<file path="src/rtl/wdb_agent_if.sv">
// Handshake, SRAM and drain-side bundle between the WDB agent and its neighbours.
// master = upstream/arbiter/SRAM side, slave = the agent.
interface wdb_agent_if #(parameter int IDX_W = 4);
    logic             alloc_vld;
    logic [IDX_W-1:0] alloc_idx;
    logic             alloc_rdy;
    logic             us_wr_vld;
    logic [IDX_W-1:0] us_wr_idx;
    logic             us_wr_rdy;
    logic             dataram_wr_vld;
    logic [IDX_W-1:0] dataram_wr_idx;
    logic             dataram_wr_rdy;
    logic             WDB_rdy;
    logic             wdb_mem_en;
    logic             wdb_wr_en;
    logic [IDX_W-1:0] wdb_addr;
    logic             ram_wr_vld;
    logic [IDX_W-1:0] ram_wr_idx;
    logic             wr_done;
    logic [IDX_W-1:0] wr_done_idx;
    logic             err;
    logic [IDX_W:0]   perf_busy_cnt;

    modport master (
        input  alloc_vld, alloc_idx, us_wr_rdy, dataram_wr_rdy, wdb_mem_en, wdb_wr_en,
               wdb_addr, ram_wr_vld, ram_wr_idx, wr_done, wr_done_idx, err, perf_busy_cnt,
        output alloc_rdy, us_wr_vld, us_wr_idx, dataram_wr_vld, dataram_wr_idx, WDB_rdy
    );
    modport slave (
        output alloc_vld, alloc_idx, us_wr_rdy, dataram_wr_rdy, wdb_mem_en, wdb_wr_en,
               wdb_addr, ram_wr_vld, ram_wr_idx, wr_done, wr_done_idx, err, perf_busy_cnt,
        input  alloc_rdy, us_wr_vld, us_wr_idx, dataram_wr_vld, dataram_wr_idx, WDB_rdy
    );
endinterface

</file>
<file path="src/rtl/wdb_agent.sv">
// Write-data-buffer agent: entry allocation, WDB SRAM write/read arbitration, fixed-latency drain.
// Optional busy-entry counter enabled by defining VC_WDB_PERF_CNT_EN.
module wdb_entry (
    input  logic clk,
    input  logic rst_n,
    input  logic set_alloc,
    input  logic set_fill,
    input  logic set_drain,
    input  logic set_free,
    output logic is_free,
    output logic is_alloc,
    output logic is_filled
);
    typedef enum logic [1:0] {FREE = 2'd0, ALLOC = 2'd1, FILLED = 2'd2, DRAIN = 2'd3} st_t;
    st_t st;

    always_ff @(posedge clk or negedge rst_n) begin
        if (!rst_n) begin
            st <= FREE;
        end else begin
            case (st)
                FREE:    if (set_alloc) st <= ALLOC;
                ALLOC:   if (set_fill)  st <= FILLED;
                FILLED:  if (set_drain) st <= DRAIN;
                DRAIN:   if (set_free)  st <= FREE;
                default: st <= FREE;
            endcase
        end
    end

    assign is_free   = (st == FREE);
    assign is_alloc  = (st == ALLOC);
    assign is_filled = (st == FILLED);
endmodule

module wdb_agent #(
    parameter int ENTRY_NUM     = 16,
    parameter int IDX_W         = $clog2(ENTRY_NUM),
    parameter int RD_WDB_DELAY  = 2,
    parameter int WR_DONE_DELAY = 4
) (
    input logic        clk,
    input logic        rst_n,
    wdb_agent_if.slave bus
);
    logic [ENTRY_NUM-1:0] free_v, alloc_v, filled_v;
    logic [ENTRY_NUM-1:0] set_alloc, set_fill, set_drain, set_free;
    logic                 alloc_any;
    logic [IDX_W-1:0]     alloc_idx_c;
    logic                 alloc_hs, wr_hs, dr_hs, wr_ok, dr_ok;
    logic                 err_q;

    logic [WR_DONE_DELAY-1:0]            vld_pipe;
    logic [WR_DONE_DELAY-1:0][IDX_W-1:0] idx_pipe;

    always_comb begin
        alloc_any   = 1'b0;
        alloc_idx_c = '0;
        for (int i = ENTRY_NUM - 1; i >= 0; i--) begin
            if (free_v[i]) begin
                alloc_any   = 1'b1;
                alloc_idx_c = IDX_W'(i);
            end
        end
    end

    // Upstream writes own the single SRAM port; a drain only goes when no write is pending.
    assign alloc_hs = alloc_any && bus.alloc_rdy;
    assign wr_hs    = bus.us_wr_vld && bus.WDB_rdy;
    assign dr_hs    = bus.dataram_wr_vld && bus.WDB_rdy && !bus.us_wr_vld;
    assign wr_ok    = wr_hs && alloc_v[bus.us_wr_idx];
    assign dr_ok    = dr_hs && filled_v[bus.dataram_wr_idx];

    assign bus.alloc_vld      = alloc_any;
    assign bus.alloc_idx      = alloc_idx_c;
    assign bus.us_wr_rdy      = bus.WDB_rdy;
    assign bus.dataram_wr_rdy = bus.WDB_rdy && !bus.us_wr_vld;
    assign bus.wdb_mem_en     = wr_ok || dr_ok;
    assign bus.wdb_wr_en      = wr_ok;
    assign bus.wdb_addr       = wr_hs ? bus.us_wr_idx : bus.dataram_wr_idx;

    genvar e;
    generate
        for (e = 0; e < ENTRY_NUM; e++) begin : g_entry
            assign set_alloc[e] = alloc_hs && (alloc_idx_c == IDX_W'(e));
            assign set_fill[e]  = wr_ok && (bus.us_wr_idx == IDX_W'(e));
            assign set_drain[e] = dr_ok && (bus.dataram_wr_idx == IDX_W'(e));
            assign set_free[e]  = vld_pipe[WR_DONE_DELAY-1] &&
                                  (idx_pipe[WR_DONE_DELAY-1] == IDX_W'(e));
            wdb_entry u_entry (
                .clk       (clk),
                .rst_n     (rst_n),
                .set_alloc (set_alloc[e]),
                .set_fill  (set_fill[e]),
                .set_drain (set_drain[e]),
                .set_free  (set_free[e]),
                .is_free   (free_v[e]),
                .is_alloc  (alloc_v[e]),
                .is_filled (filled_v[e])
            );
        end
    endgenerate

    always_ff @(posedge clk or negedge rst_n) begin
        if (!rst_n) begin
            vld_pipe <= '0;
            idx_pipe <= '0;
        end else begin
            vld_pipe <= {vld_pipe[WR_DONE_DELAY-2:0], dr_ok};
            idx_pipe <= {idx_pipe[WR_DONE_DELAY-2:0], bus.dataram_wr_idx};
        end
    end

    assign bus.ram_wr_vld  = vld_pipe[RD_WDB_DELAY-1];
    assign bus.ram_wr_idx  = idx_pipe[RD_WDB_DELAY-1];
    assign bus.wr_done     = vld_pipe[WR_DONE_DELAY-1];
    assign bus.wr_done_idx = idx_pipe[WR_DONE_DELAY-1];

    // Illegal handshakes are swallowed without touching entry state; err is sticky.
    always_ff @(posedge clk or negedge rst_n) begin
        if (!rst_n) begin
            err_q <= 1'b0;
        end else if ((wr_hs && !alloc_v[bus.us_wr_idx]) ||
                     (dr_hs && !filled_v[bus.dataram_wr_idx])) begin
            err_q <= 1'b1;
        end
    end
    assign bus.err = err_q;

`ifdef VC_WDB_PERF_CNT_EN
    logic [IDX_W:0] busy_q;
    always_ff @(posedge clk or negedge rst_n) begin
        if (!rst_n) begin
            busy_q <= '0;
        end else if (alloc_hs && !bus.wr_done) begin
            if (busy_q != (IDX_W+1)'(ENTRY_NUM)) busy_q <= busy_q + 1'b1;
        end else if (!alloc_hs && bus.wr_done) begin
            if (busy_q != '0) busy_q <= busy_q - 1'b1;
        end
    end
    assign bus.perf_busy_cnt = busy_q;
`else
    assign bus.perf_busy_cnt = '0;
`endif
endmodule
</file>
<file path="src/flat_wrapper.sv">
// flat-port wrapper written by rule: the top's interface ports become plain ports
module wdb_agent_flat 
#(
    parameter int ENTRY_NUM     = 16,
    parameter int IDX_W         = $clog2(ENTRY_NUM),
    parameter int RD_WDB_DELAY  = 2,
    parameter int WR_DONE_DELAY = 4
)
  (clk, rst_n, bus_alloc_vld, bus_alloc_idx, bus_us_wr_rdy, bus_dataram_wr_rdy, bus_wdb_mem_en, bus_wdb_wr_en, bus_wdb_addr, bus_ram_wr_vld, bus_ram_wr_idx, bus_wr_done, bus_wr_done_idx, bus_err, bus_perf_busy_cnt, bus_alloc_rdy, bus_us_wr_vld, bus_us_wr_idx, bus_dataram_wr_vld, bus_dataram_wr_idx, bus_WDB_rdy);
  wdb_agent_if #(.IDX_W(IDX_W)) bus_i ();
  input logic clk;
  input logic rst_n;
  output wire logic [$bits(bus_i.alloc_vld)-1:0] bus_alloc_vld;
  output wire logic [$bits(bus_i.alloc_idx)-1:0] bus_alloc_idx;
  output wire logic [$bits(bus_i.us_wr_rdy)-1:0] bus_us_wr_rdy;
  output wire logic [$bits(bus_i.dataram_wr_rdy)-1:0] bus_dataram_wr_rdy;
  output wire logic [$bits(bus_i.wdb_mem_en)-1:0] bus_wdb_mem_en;
  output wire logic [$bits(bus_i.wdb_wr_en)-1:0] bus_wdb_wr_en;
  output wire logic [$bits(bus_i.wdb_addr)-1:0] bus_wdb_addr;
  output wire logic [$bits(bus_i.ram_wr_vld)-1:0] bus_ram_wr_vld;
  output wire logic [$bits(bus_i.ram_wr_idx)-1:0] bus_ram_wr_idx;
  output wire logic [$bits(bus_i.wr_done)-1:0] bus_wr_done;
  output wire logic [$bits(bus_i.wr_done_idx)-1:0] bus_wr_done_idx;
  output wire logic [$bits(bus_i.err)-1:0] bus_err;
  output wire logic [$bits(bus_i.perf_busy_cnt)-1:0] bus_perf_busy_cnt;
  input wire logic [$bits(bus_i.alloc_rdy)-1:0] bus_alloc_rdy;
  input wire logic [$bits(bus_i.us_wr_vld)-1:0] bus_us_wr_vld;
  input wire logic [$bits(bus_i.us_wr_idx)-1:0] bus_us_wr_idx;
  input wire logic [$bits(bus_i.dataram_wr_vld)-1:0] bus_dataram_wr_vld;
  input wire logic [$bits(bus_i.dataram_wr_idx)-1:0] bus_dataram_wr_idx;
  input wire logic [$bits(bus_i.WDB_rdy)-1:0] bus_WDB_rdy;
  assign bus_alloc_vld = bus_i.alloc_vld;
  assign bus_alloc_idx = bus_i.alloc_idx;
  assign bus_us_wr_rdy = bus_i.us_wr_rdy;
  assign bus_dataram_wr_rdy = bus_i.dataram_wr_rdy;
  assign bus_wdb_mem_en = bus_i.wdb_mem_en;
  assign bus_wdb_wr_en = bus_i.wdb_wr_en;
  assign bus_wdb_addr = bus_i.wdb_addr;
  assign bus_ram_wr_vld = bus_i.ram_wr_vld;
  assign bus_ram_wr_idx = bus_i.ram_wr_idx;
  assign bus_wr_done = bus_i.wr_done;
  assign bus_wr_done_idx = bus_i.wr_done_idx;
  assign bus_err = bus_i.err;
  assign bus_perf_busy_cnt = bus_i.perf_busy_cnt;
  assign bus_i.alloc_rdy = bus_alloc_rdy;
  assign bus_i.us_wr_vld = bus_us_wr_vld;
  assign bus_i.us_wr_idx = bus_us_wr_idx;
  assign bus_i.dataram_wr_vld = bus_dataram_wr_vld;
  assign bus_i.dataram_wr_idx = bus_dataram_wr_idx;
  assign bus_i.WDB_rdy = bus_WDB_rdy;
  wdb_agent #(.ENTRY_NUM(ENTRY_NUM), .IDX_W(IDX_W), .RD_WDB_DELAY(RD_WDB_DELAY), .WR_DONE_DELAY(WR_DONE_DELAY)) u_core (.clk(clk), .rst_n(rst_n), .bus(bus_i));
endmodule
</file>
<file path="config.mk">
export PLATFORM = sky130hd
export DESIGN_NAME = wdb_agent_flat
export DESIGN_NICKNAME = d
export VERILOG_FILES = /design/src/rtl/wdb_agent_if.sv /design/src/rtl/wdb_agent.sv /design/src/flat_wrapper.sv
export SDC_FILE = /design/constraint.sdc
export NUM_CORES = 1
export LEC_CHECK = 0
export CAP_MARGIN = 20
export CELL_PAD_IN_SITES_DETAIL_PLACEMENT = 0
export CELL_PAD_IN_SITES_GLOBAL_PLACEMENT = 1
export CORE_ASPECT_RATIO = 0.9
export CORE_MARGIN = 2
export CORE_UTILIZATION = 40
export CTS_BUF_LIST = sky130_fd_sc_hd__clkbuf_16
export CTS_CLUSTER_DIAMETER = 150
export DETAILED_ROUTE_END_ITERATION = 16
export GPL_ROUTABILITY_DRIVEN = 0
export PLACE_DENSITY = 0.79
export SKIP_CTS_REPAIR_TIMING = 1
export SYNTH_ARGS = -nofsm -noshare
export SYNTH_HDL_FRONTEND = slang
export SYNTH_SLANG_ARGS = --single-unit
</file>
<file path="constraint.sdc">
create_clock -name clk -period 5.6 [get_ports clk]
set_input_delay 1.12 -clock clk [delete_from_list [all_inputs] [get_ports clk]]
set_output_delay 1.12 -clock clk [all_outputs]
set_load 0.005 [all_outputs]
</file>
[Word-level counts from Yosys, hierarchy flattened]
Cells that the tools add are included.
Word-level totals
  register bits after elaboration: 53
  latch bits: 0
  memory bits (writable): 0
  memory bits (read-only): 0
  input port bits: 14
  output and inout bits: 29
  word-level logic and storage cells: 427
  memories: 0
Cells by class
  add/sub/neg operators: 0
  multipliers: 0
  div/mod/pow operators: 0
  magnitude comparators: 2
  equality and inequality tests: 172
  shift operators: 0
  mux-type cells: 117
  bitwise operators: 0
  reduce and logical (&&, ||, !) cells: 114
Operators by type and width (number)
  $eq A4 B4 Y1 const B: 32
  $mux W2: 64
  $ne A2 B2 Y1 const B: 64
  $pmux W2 S4: 16
  $logic_and A1 B1 Y1: 73
  $mux W4: 17
  $eq A2 B2 Y1 const B: 32
  $eq A4 B3 Y1 const B: 16
  $reduce_and A4 Y1: 16
  $eq A2 B1 Y1 const B: 16
  $eq A4 B2 Y1 const B: 8
  $logic_not A2 Y1: 16
  $mux W1: 18
  $eq A4 B1 Y1 const B: 4
  $logic_not A4 Y1: 4
  $lt A4 B5 Y1 const B: 2
  $bmux W1 S4: 2
  $logic_not A1 Y1: 3
  $logic_or A1 B1 Y1: 2

[Logic depth before layout (Yosys ltp)]
Gate-level depths: netlist (run 1).
  depth in word-level cells: 21
  mapped depth: 9
  depth with buffers taken out: 8

[Hierarchy]
Synthesis (run 1) repeated with hierarchy kept, for this count alone.
Unflattened totals
  cells, all modules: 473
  area total of the unflattened synthesis: 4862.2 µm²
By module, submodules not included
  wdb_entry: times used 16, cells an instance 16, area each 193.9 µm²
  wdb_agent: times used 1, cells an instance 217, area each 1759.2 µm²

[Worst setup path after synthesis (run 1)]
OpenSTA, ideal clock, no wires.
  kind: input to output
  start: input port bus_us_wr_idx[0]
  end: output port bus_wdb_mem_en
  arrival: 2.242 ns
  data required time: 4.480 ns
  setup slack: 2.238 ns
  stages on the path: 6
  buffers on the path: 1
  cells stage by stage: buf_2 -> mux4_2 -> nand2_1 -> o21ai_0 -> a21oi_1 -> o22ai_1
On the way
  longest elaborated chain between the ends: 4
Ends and longest elaborated chain
  from (decl): RTL line flat_wrapper.sv:28  | input wire logic [$bits(bus_i.us_wr_idx)-1:0] bus_us_wr_idx;
  $bmux W1 S4: RTL line wdb_agent.sv:71  | assign wr_ok = wr_hs && alloc_v[bus.us_wr_idx];
  $mux W1 (implied by the code): RTL line wdb_agent.sv:71
  $logic_and A1 B1 Y1: RTL line wdb_agent.sv:71
  $logic_or A1 B1 Y1: RTL line wdb_agent.sv:78  | assign bus.wdb_mem_en = wr_ok || dr_ok;
  to (decl): RTL line flat_wrapper.sv:17  | output wire logic [$bits(bus_i.wdb_mem_en)-1:0] bus_wdb_mem_en;
No other way between the ends. The select of a mux whose other input is x is not followed.

[Worst setup path after layout (run 1)]
  start: input port bus_us_wr_idx[1]
  end: output port bus_wdb_mem_en
The elaborated chain is that of the path after synthesis.

==> flow_summary.toml, run 1 <==
[placed_design]
post-dp-hpwl_mm = 9.51
portBuffers = 37
place_ws_ps = 819
postPlaceCellArea_sq_um = 4740

[critical_path]
cp-end-kind = "output port"
worst-path-max-fanout = 11
cp-start-kind = "primary input"
r2r_start = "u_core.g_entry[3].u_entry.st[0]$_DFFE_PN0P_"
reg2reg_depth = 8
critPathArrivalTime_ps = 3740
critPathKind = "primary input to output port"
required_ps = 4480
r2r_slack_ps = 2610
rr_endpoint = "u_core.g_entry[12].u_entry.st[1]$_DFFE_PN0P_"
setup.worst_path.end = "bus_wdb_mem_en"
setup.worst_path.start = "bus_us_wr_idx[1]"

[floorplanning]
dieArea_sq_um = 11700
start_util_pct = 40.5
io_pins = 43
core-area_sq_um = 10700
rows = 36
die_x_um = 114
die_y_um = 103

[cts]
cts_htree_levels = 2
cts.reportedPaths.clkPinSlew_ps = 60
cts_made_buffers = 5
ctsLongestPathBuffers = 2
clock_sinks = 53
cts_tree = "built"
cts_root_buf = "clkbuf_16"
clk-insertion-delay-late_ps = 300

[power_and_ir_drop]
p_switching_mw = 1.25
power_mw = 2.78
power_frac_comb_pct = 63.8
power.share.sequential_pct = 23.7
power.leakage_nw = 2.16
peakVddDrop_v = 0.000258
powerDensity_nw_per_um2 = 567
clockPowerShare_pct = 12.5
switching_share_pct = 45.1
intPower_mw = 1.52

[sta]
rsz0062_at_grt = "no"
layout_min_cycle_time_ps = 4860
finalCritPeriodShare_pct = 86.8
slew_violations = 0
finClkSkew_ps = 6.97
slew_headroom_pct = 51.6
timing.final.ws_setup_ps = 741
fmax_ghz = 0.206
worst_slew_pin_slew_ps = 724
final_hold_viol_count = 0
finalSetupTns_ps = 0
finalSetupViolCount = 0

[logic_synthesis]
yosys.area_share.simple_pct = 16.1
yosys_register_bits = 53
syn_area_per_cell_sq_um = 9.65
syn-instance-count = 450
synth_top_family_by_area = "compound AO/OA/AOI/OAI gates"
syn_area_sq_um = 4340
synth_compound_area_share_pct = 18.7
yosys_warnings = 0
synth_top_area_cell = "dfrtp_1"
synthArstFlopShare_pct = 100
synth_top_area_share_pct = 30.5
ys_seq_area_share_pct = 30.5
synthAdderAreaFrac_pct = 18.4
synth_edf_count = 0
synth_area_leaders = "dfrtp_1 (31%), ha_1 (18%), mux2_2 (4.4%)"
synthFlopType = "dfrtp_1"
synth_xor_xnor_area_share_pct = 0
synthMuxAreaShare_pct = 8.76
ys_types = 68

[layout]
syn_to_final_growth_pct = 12.8
fin_util_pct = 45.7
nNetsFinal = 553
design_area_sq_um = 4900
drive_gt1_share_pct = 10.1
antenna_cells = 0

[detailed_routing]
drc_errors = 0
first_iter_violations = 311
firstDrtPassIters = 6
dr_total_vias = 3632
m1WireLength_mm = 5.59
wire_per_inst_um = 20.1
wl_met2_mm = 5.56
postRouteAntennaNets = 0
wl_met3_um = 814
vias_per_cell = 5.97
routed.top_layer = "met4"
wirelength_mm = 12.2

[grt]
grtUsageTotal_pct = 22.0
grt_pass1_vias = 3486
grt_max_degree = 54
grt_pass1_wl_mm = 19.7
gr-total-overflow = 0
antenna_found_initial = 0

[run_status]
status = "completed"

[run]
max_cap_violations = 0

[worst_hold_path]
hp-class = "register to register"
[power by group through the flow]
stage,clock network (mW),logic (mW),registers [mW]
floorplan,0,1.27,0.627
global placement,0,1.70,0.645
detailed placement,0,1.74,0.660
CTS,0.356,1.75,0.654
global route,0.372,1.96,0.678
finish,0.348,1.77,0.657
[synthesized netlist by cell type, drive strengths merged (3+ instances only)]
| cell | number |
|---|---|
| a221o | 5 |
| a211oi | 5 |
| o21ai | 22 |
| o31a | 3 |
| o21a | 4 |
| or3 | 6 |
| mux2i | 8 |
| a221oi | 3 |
| mux2 | 24 |
| nand2 | 34 |
| a22oi | 4 |
| or2 | 4 |
| ha | 64 |
| or4 | 4 |
| nand2b | 8 |
| nand4 | 4 |
| o32a | 9 |
| buf | 22 |
| clkbuf | 3 |
| nor2 | 22 |
| nand3b | 6 |
| nor3 | 7 |
| inv | 41 |
| nand3 | 18 |
| a21oi | 9 |
| nor2b | 7 |
| o31ai | 7 |
| dfrtp | 53 |
| o41ai | 10 |
[area by class of cell]
cell class	instances	area, sq um
clock buffers	5	125
clock inverters	2	35.0
fillers	1023	5820
inverters	41	154
multi-input cells	335	2710
flip-flops and latches	53	1330
well taps	133	166
repair buffers	39	380
[logic make-up after synthesis]
kind of cell	after synthesis
DFF	53
and+or+nand+nor	129
adders and majority gates	64
muxes	33
buffers and inverters	66
AOI/OAI and AO/OA	104
other	1
[worst min path at each step]
stage	start	endpoint	slack, ps	cells after the start
3_3_place_gp	u_core.idx_pipe[0]$_DFF_PN0_	u_core.bus.ram_wr_idx[0]$_DFF_PN0_	330	0
3_5_place_dp	u_core.vld_pipe[0]$_DFF_PN0_	u_core.vld_pipe[1]$_DFF_PN0_	330	0
5_1_grt	u_core.idx_pipe[2]$_DFF_PN0_	u_core.bus.ram_wr_idx[2]$_DFF_PN0_	350	0
2_1_floorplan	u_core.idx_pipe[0]$_DFF_PN0_	u_core.bus.ram_wr_idx[0]$_DFF_PN0_	330	0
6_report	u_core.idx_pipe[0]$_DFF_PN0_	u_core.bus.ram_wr_idx[0]$_DFF_PN0_	350	0
4_1_cts	u_core.vld_pipe[0]$_DFF_PN0_	u_core.vld_pipe[1]$_DFF_PN0_	350	0
[cell usage in the layout (no fill, tap or decap), types with 6 or more instances in the layout]
cell type        netlist  routed
a21oi_1                9       9
clkdlybuf4s50_1        0      36
dfrtp_1               53      53
ha_1                  64      64
inv_1                 41      41
mux2_2                17      17
mux2i_1                8       8
nand2_1               34      34
nand2b_1               8       8
nand3_1               18      18
nand3b_1               6       6
nor2_1                20      20
nor2b_1                7       7
nor3_1                 7       7
o21ai_0               20      20
o31ai_1                7       7
o32a_1                 9       9
o41ai_1               10      10
[layer usage]
layer	vias to the layer above	track usage [%]
li1	1674	-
met1	1815	31.3
met2	127	35.1
met3	16	3.41
met4	0	6.38
met5	-	0
[worst max-delay path, cell delays in order]
cell	delay [ps]
clkdlybuf4s50_1	760
mux2_2	390
o21ai_1	480
a311oi_1	90
a21oi_1	280
o22ai_1	140
clkdlybuf4s50_1	460
[metrics by stage]
stage          hold WS (ps)  cells
4_1_cts                 350    608
3_5_place_dp            335    601
6_report                349    608
5_1_grt                 354    608
3_3_place_gp            333    601
2_1_floorplan           331    454
[sequential cells by signal, summed over array words and instances, names as in the netlist]
register and cells:
u_core.idx_pipe 8, u_core.bus.err 1, u_core.vld_pipe 4, u_core.bus.ram_wr_idx 4, u_core.g_entry.u_entry.st 32, u_core.bus.wr_done_idx 4
Power figures use the tool's default switching activity.
==> run 2: changes to the inputs <==
Settings changed: CORE_MARGIN 2 to 3, CORE_UTILIZATION 40 to 49, PLACE_DENSITY 0.79 to 0.93.
==> run 2 against run 1 <==
Net effect:
- final cell count is 2.8% lower
- wire length is 6.1% lower
- clock power is 12% lower
==> flow_summary.toml, run 2 (same netlist as run 1, synthesis figures left out) <==
[run_status]
status = "completed"

[worst_hold_path]
worstHoldStart = "u_core.idx_pipe[8]$_DFF_PN0_"
hp-class = "register to register"
holdPathEnd = "u_core.bus.wr_done_idx[0]$_DFF_PN0_"
hold_path_depth = 0

[floorplanning]
dieArea_sq_um = 10000
io_pins = 43
start_util_pct = 52.1
die_x_um = 105
core-area_sq_um = 8340
die_y_um = 95.3
rows = 31

[grt]
grt_max_degree = 54
antenna_found_initial = 0
grt_pass1_wl_mm = 18.5
gr-total-overflow = 0
grtUsageTotal_pct = 23.6
grt_pass1_vias = 3565

[cts]
clk-insertion-delay-late_ps = 290
cts_made_buffers = 5
clock_sinks = 53
cts_htree_levels = 2
ctsLongestPathBuffers = 2
cts_tree = "built"
cts_root_buf = "clkbuf_16"
cts.reportedPaths.clkPinSlew_ps = 70

[detailed_routing]
vias_per_cell = 6.19
wire_per_inst_um = 19.4
dr_total_vias = 3658
routed.top_layer = "met4"
drc_errors = 0
firstDrtPassIters = 6
wl_met2_mm = 5.09
wl_met3_um = 981
m1WireLength_mm = 5.13
first_iter_violations = 330
postRouteAntennaNets = 0
wirelength_mm = 11.5

[layout]
largest_reg_flops = 32
reg_top3 = "u_core.g_entry.u_entry.st (32), u_core.idx_pipe (8)"
antenna_cells = 0
top_register = "u_core.g_entry.u_entry.st"
syn_to_final_growth_pct = 11.9
drive_gt1_share_pct = 10.1
fin_util_pct = 58.3
nNetsFinal = 553
final_common_cell = "ha_1"
multi_input_area_sq_um = 2710
num-fill-cells = 726
mostFrequentLayoutCells = "ha_1 (64), dfrtp_1 (53), inv_1 (42)"
seq_area_sq_um = 1330

[critical_path]
cpMaxStageDelayCell = "clkdlybuf4s50_1"
critPathArrivalTime_ps = 3670
rr_endpoint = "u_core.g_entry[12].u_entry.st[1]$_DFFE_PN0P_"
path_common_cell = "clkdlybuf4s50_1"
cp-end-kind = "output port"
crit_chain = "clkdlybuf4s50_1 -> mux2_2 -> o21ai_1 -> a311oi_1 -> a21oi_1 -> o22ai_1 -> clkdlybuf4s50_1"
slowest_delay_ps = 750
required_ps = 4480
r2r_start = "u_core.g_entry[3].u_entry.st[0]$_DFFE_PN0P_"
reg2reg_depth = 8
r2r_slack_ps = 2640
worst-path-max-fanout = 11
cp-start-kind = "primary input"
critPathKind = "primary input to output port"

[sta]
finalSetupTns_ps = 0
finClkSkew_ps = 6.60
final_hold_viol_count = 0
whs_ps = 349
layout_min_cycle_time_ps = 4790
fmax_ghz = 0.209
finalSetupViolCount = 0
worst_slew_pin_slew_ps = 743
slew_violations = 0
finalCritPeriodShare_pct = 85.5
rsz0062_at_grt = "no"
slew_headroom_pct = 49.8

[power_and_ir_drop]
peakVddDrop_v = 0.000310
power.leakage_nw = 2.15
power_mw = 2.72
powerDensity_nw_per_um2 = 559

[run]
max_cap_violations = 0

[placed_design]
post-dp-hpwl_mm = 8.97
portBuffers = 37
-- run 2: cell type report --
type | instances | share of cell area, %
clock inverters | 3 | 0.386
well taps | 115 | 2.96
clock buffers | 5 | 2.57
multi-input cells | 335 | 55.8
flip-flops and latches | 53 | 27.3
inverters | 41 | 3.17
repair buffers | 39 | 7.82
-- run 2: power breakdown --
part           internal (mW)  leakage, nW  switching, mW
registers              0.524        0.630          0.130
clock network          0.164       0.0672          0.142
logic                  0.791         1.45          0.967
-- run 2: worst max path at each step --
| stage | start | cells past startpoint | endpoint |
|---|---|---|---|
| 2_1_floorplan | bus_us_wr_idx[0] | 6 | bus_wdb_mem_en |
| 3_3_place_gp | bus_us_wr_idx[1] | 7 | bus_wdb_mem_en |
| 3_5_place_dp | bus_us_wr_idx[1] | 7 | bus_wdb_mem_en |
| 4_1_cts | bus_us_wr_idx[1] | 7 | bus_wdb_mem_en |
| 5_1_grt | bus_us_wr_idx[1] | 7 | bus_wdb_mem_en |
| 6_report | bus_us_wr_idx[1] | 7 | bus_wdb_mem_en |
-- run 2: metal layers --
metal | vias to the layer above | GRT usage [%]
li1 | 1677 | -
met1 | 1775 | 33.1
met2 | 179 | 36.9
met3 | 27 | 4.60
met4 | 0 | 7.21
met5 | - | 0
-- run 2: through the flow --
stage	std cells	setup WS, ps	area (sq um)
2_1_floorplan	454	2240	4360
3_3_place_gp	583	935	4720
3_5_place_dp	583	877	4720
4_1_cts	591	869	4860
5_1_grt	591	656	4860
6_report	591	809	4860
-- run 2: worst max-delay path: cells and delay by family --
| kind | cells | cell delay [ps] |
|---|---|---|
| buffers and inverters | 2 | 1220 |
| AO/OA/AOI/OAI | 4 | 940 |
| multiplexers | 1 | 390 |
==> run 3: changes to the inputs <==
Settings changed: GPL_ROUTABILITY_DRIVEN 0 to not set.
==> run 3 against run 2 <==
Net effect:
- first-iteration DRC count decreased by 5.2%
- hold slack about the same
- via count decreased by 1.1%
- register-to-register slack about the same
- combinational power about the same
- final cell count decreased by 0.17%
- global-route usage increased by 0.11 points
- wire length about the same
- critical path type unchanged
- largest cell class unchanged
- highest routed layer unchanged
==> flow_summary.toml, run 3 (same netlist as run 1, synthesis figures left out) <==
[placed_design]
gp_congestion = 0.955
place_ws_ps = 857
portBuffers = 37
post-dp-hpwl_mm = 9.04

[cts]
cts_made_buffers = 5
ctsLongestPathBuffers = 2
clk-insertion-delay-late_ps = 290
cts_htree_levels = 2
cts_root_buf = "clkbuf_16"
cts_tree = "built"
cts.reportedPaths.clkPinSlew_ps = 60
clock_sinks = 53

[detailed_routing]
wire_per_inst_um = 19.4
dr_total_vias = 3617
postRouteAntennaNets = 0
drc_errors = 0
first_iter_violations = 313
firstDrtPassIters = 5
vias_per_cell = 6.13
wirelength_mm = 11.5

[sta]
rsz0062_at_grt = "no"
finalSetupTns_ps = 0
finalCritPeriodShare_pct = 85.4
slew_headroom_pct = 50.4
final_hold_viol_count = 0
slew_violations = 0
fmax_ghz = 0.209
finalSetupViolCount = 0
finClkSkew_ps = 3.90
timing.final.ws_setup_ps = 817
worst_slew_pin_slew_ps = 734
layout_min_cycle_time_ps = 4780

[power_and_ir_drop]
power_mw = 2.75
powerDensity_nw_per_um2 = 563
power.leakage_nw = 2.16
peakVddDrop_v = 0.000278

[critical_path]
cp-end-kind = "output port"
cp-start-kind = "primary input"
required_ps = 4480
critPathKind = "primary input to output port"
r2r_start = "u_core.g_entry[7].u_entry.st[0]$_DFFE_PN0P_"
worst-path-max-fanout = 11
setup.worst_path.start = "bus_us_wr_idx[1]"
critPathArrivalTime_ps = 3660

[worst_hold_path]
hp-class = "register to register"
worstHoldStart = "u_core.idx_pipe[1]$_DFF_PN0_"

[layout]
top_register = "u_core.g_entry.u_entry.st"
nNetsFinal = 553
mostFrequentLayoutCells = "ha_1 (64), dfrtp_1 (53), inv_1 (41)"
final_common_cell = "ha_1"
antenna_cells = 0
drive_gt1_share_pct = 10.1
syn_to_final_growth_pct = 12.3
reg_top3 = "u_core.g_entry.u_entry.st (32), u_core.idx_pipe (8)"
largest_reg_flops = 32

[floorplanning]
rows = 31
start_util_pct = 52.1
die_y_um = 95.3
io_pins = 43
die_x_um = 105
dieArea_sq_um = 10000
core-area_sq_um = 8340

[grt]
gr-total-overflow = 0
gr-usage-met3_pct = 4.20
met2_usage_pct = 38.5
grtUsageTotal_pct = 23.7
grt_pass1_wl_mm = 18.7
busiest_layer = "met2"
antenna_found_initial = 0
grt_max_degree = 54
grt_use_met1_pct = 33.2
grt_pass1_vias = 3506

[run_status]
status = "completed"

[run]
max_cap_violations = 0
==> run 3: metal layers <==
metal / wire [um] / up-vias / share of wire (%)
li1: - / 1674 / -
met1: 5100 / 1755 / 45
met2: 5210 / 173 / 45
met3: 994 / 15 / 8.7
met4: 150 / 0 / 1.3
met5: 0 / - / 0
==> run 3: worst max-delay path, stage by stage <==
cell and delay (ps):
clkdlybuf4s50_1 750, mux2_2 390, o21ai_1 470, a311oi_1 100, a21oi_1 240, o22ai_1 120, clkdlybuf4s50_1 470
==> run 3: area by class of cell <==
cell class / instances / area (sq um)
sequential: 53 / 1330
timing repair buffer: 39 / 380
clock inverter: 2 / 35.0
inverter: 41 / 154
multi-input combinational: 335 / 2710
tap: 115 / 144
clock buffer: 5 / 125
fill: 746 / 3460
==> run 3: metrics by stage <==
step                      cell area [sq um]  std cells  utilization [%]  hold WS, ps
after floorplan                        4360        454                -          331
after global placement                 4720        583             56.6          331
after detailed placement               4720        583             56.6          335
after CTS                              4880        590             58.5          349
after global routing                   4880        590             58.5          357
final                                  4880        590             58.5          349
==> run 3: path summary, 6_finish.rpt <==
kind	end	slack [ps]	cells past startpoint
setup / recovery	bus_wdb_mem_en	820	7
setup reg to reg	u_core.g_entry[12].u_entry.st[1]$_DFFE_PN0P_	2630	8
hold reg to reg	u_core.bus.ram_wr_idx[1]$_DFF_PN0_	350	0
hold / removal	u_core.bus.ram_wr_idx[1]$_DFF_PN0_	350	0
min in group asynchronous	u_core.vld_pipe[3]$_DFF_PN0_	950	2
max in group asynchronous	u_core.g_entry[4].u_entry.st[1]$_DFFE_PN0P_	4210	2
==> run 3: power breakdown <==
group / switching, mW / internal (mW) / total (mW)
clock: 0.135 / 0.208 / 0.343
sequential: 0.132 / 0.524 / 0.656
combinational: 0.958 / 0.789 / 1.75
total: 1.22 / 1.52 / 2.75
==> RTL change (flow settings as in run 1) <==
Encoding of `st_t`: now one-hot (4 bits for 4 values).
--- a/src/rtl/wdb_agent.sv
+++ b/src/rtl/wdb_agent.sv
@@ -11,7 +11,7 @@
     output logic is_alloc,
     output logic is_filled
 );
-    typedef enum logic [1:0] {FREE = 2'd0, ALLOC = 2'd1, FILLED = 2'd2, DRAIN = 2'd3} st_t;
+    typedef enum logic [3:0] {FREE = 4'b0001, ALLOC = 4'b0010, FILLED = 4'b0100, DRAIN = 4'b1000} st_t;
     st_t st;
 
     always_ff @(posedge clk or negedge rst_n) begin
Behaviour: same outputs for any inputs over 4 cycles, from zero or initial values and one cycle with rst_n low; so few cycles prove little.
==> RTL change against run 1 <==
  * Sequential cell count up 32
  * Synthesized area up 10%
  * Maximum frequency down 1.6%
  * Setup slack worse by 77 ps
  * Synthesized cell count up 11%
  * Via count up 17%
  * Die area up 9.9%
  * Final area up 12%
  * Count of clock-buffer cells in the layout up 4
  * Routed wire length up 17%
  * Largest cell class unchanged
  * Highest routed layer unchanged
Power is not compared: it rests on default switching activity, and its combinational part moved more than twofold at a synthesized area within 25%.
==> RTL change: results (changes against run 1) <==
[outcome]
outcome = completed

[layout]
nets = 540  ; -2.4%
antenna_cells = 0  ; unchanged
fillers = 1111  ; +8.6%
largest_registers = u_core.g_entry.u_entry.st x64, u_core.idx_pipe x8
drive_gt1_frac = 0.1186  ; +0.01759

[routing]
wl_per_cell_microns = 20.80  ; +3.7%
drt_iter0_markers = 362  ; +16%
wl_met2_microns = 6213  ; +12%
dr.pass1.iters = 7  ; +1
met1_length_microns = 6770  ; +21%
viasPerCell = 6.185  ; +3.5%
routed-via-count = 4249  ; +17%
met3_length_microns = 1151  ; +41%

[global_route]
grt_start_max_net_pins = 86  ; +59%
grt_pass1_vias = 3913  ; +12%
use_met3 = 0.05879  ; +0.02469
grt_pass1_wl_microns = 22540  ; +14%
grt_util_met2 = 0.3440  ; -0.006523
gr-usage-met1 = 0.3441  ; +0.03130
grt_usage = 0.2328  ; +0.01272

[place]
dp_hpwl_microns = 10640  ; +12%
portBuffers = 37  ; unchanged
placed_area_sq_um = 5230  ; +10%
dp_cells = 670  ; +11%
placement.setup.worst_slack_ps = 703.8  ; -115.6 ps

[clocking]
cts_buffers = 9  ; +4
cts_htree_levels = 3  ; +1
clock_path_buffers = 2  ; unchanged
insertion_delay_ps = 350  ; +50 ps

[synth]
synthAdderAreaFrac = 0  ; -0.1843
synth-compound-area-share = 0.2117  ; +0.02425
synthMuxAreaShare = 0.007050  ; -0.08051
synth_common_cells = dfrtp_1 (69), nor2_1 (39), o21ai_0 (36)
synth_xor_area_frac = 0.007311  ; +0.007311
synth_seq_area_share = 0.4480  ; +0.1427
synth.avg_cell_area_sq_um = 9.623  ; -0.32%
synth-main-ff-cell = dfrtp_1
yosys.cell_types.count = 65  ; -4.4%
synth_area_leaders = dfrtp_1 (36%), dfstp_2 (8.8%), nor4b_1 (4.2%), or4b_1 (4.0%), or4b_2 (4.0%)

[sta]
final.period_utilization = 0.8813  ; +0.01370
max_slew.worst_pin.slew_ps = 1138  ; +413.9 ps
final.setup_skew_ps = 8.740  ; +1.774 ps
hold_ws_ps = 345.5  ; -3.063 ps

[worst_setup_path]
ff2ff_path_depth = 7  ; -1
r2r_start = u_core.g_entry[12].u_entry.st[0]$_DFFE_PN1P_
reg2reg_slack_ps = 2970  ; +360 ps
path_max_fanout = 12  ; +1
r2r_end = u_core.g_entry[9].u_entry.st[1]$_DFFE_PN0P_
crit_path_start = bus_us_wr_idx[3]
crit_slowest_cell = clkdlybuf4s50_1
max_stage_delay_ps = 680  ; -80 ps

[worst_hold_path]
hp-start = u_core.idx_pipe[10]$_DFF_PN0_
holdPathEnd = u_core.bus.wr_done_idx[2]$_DFF_PN0_
min_delay_path_depth = 0  ; unchanged

RTL change: changes by cell type in the layout (fill, tap and decap cells not counted), moves of 9 or more:
cell | before | now
dfrtp_1 | 53 | 69
dfstp_2 | 0 | 16
ha_1 | 64 | 0
inv_1 | 41 | 16
mux2_2 | 17 | 3
nor2_1 | 20 | 39
nor4b_1 | 0 | 23
o21ai_0 | 20 | 36
o22ai_1 | 2 | 20
o32a_1 | 9 | 0
o41ai_1 | 10 | 1
or4b_1 | 1 | 19
or4b_2 | 0 | 19
RTL change: area by class of cell:
cell class,count,area (sq um),share of cell area
multi-input cells,374,2445,0.4437
clock buffers,9,225.2,0.04087
inverters,16,60.06,0.01090
flip-flops and latches,85,2147,0.3896
repair buffers,40,402.9,0.07312
well taps,156,195.2,0.03542
clock inverters,7,35.03,0.006358
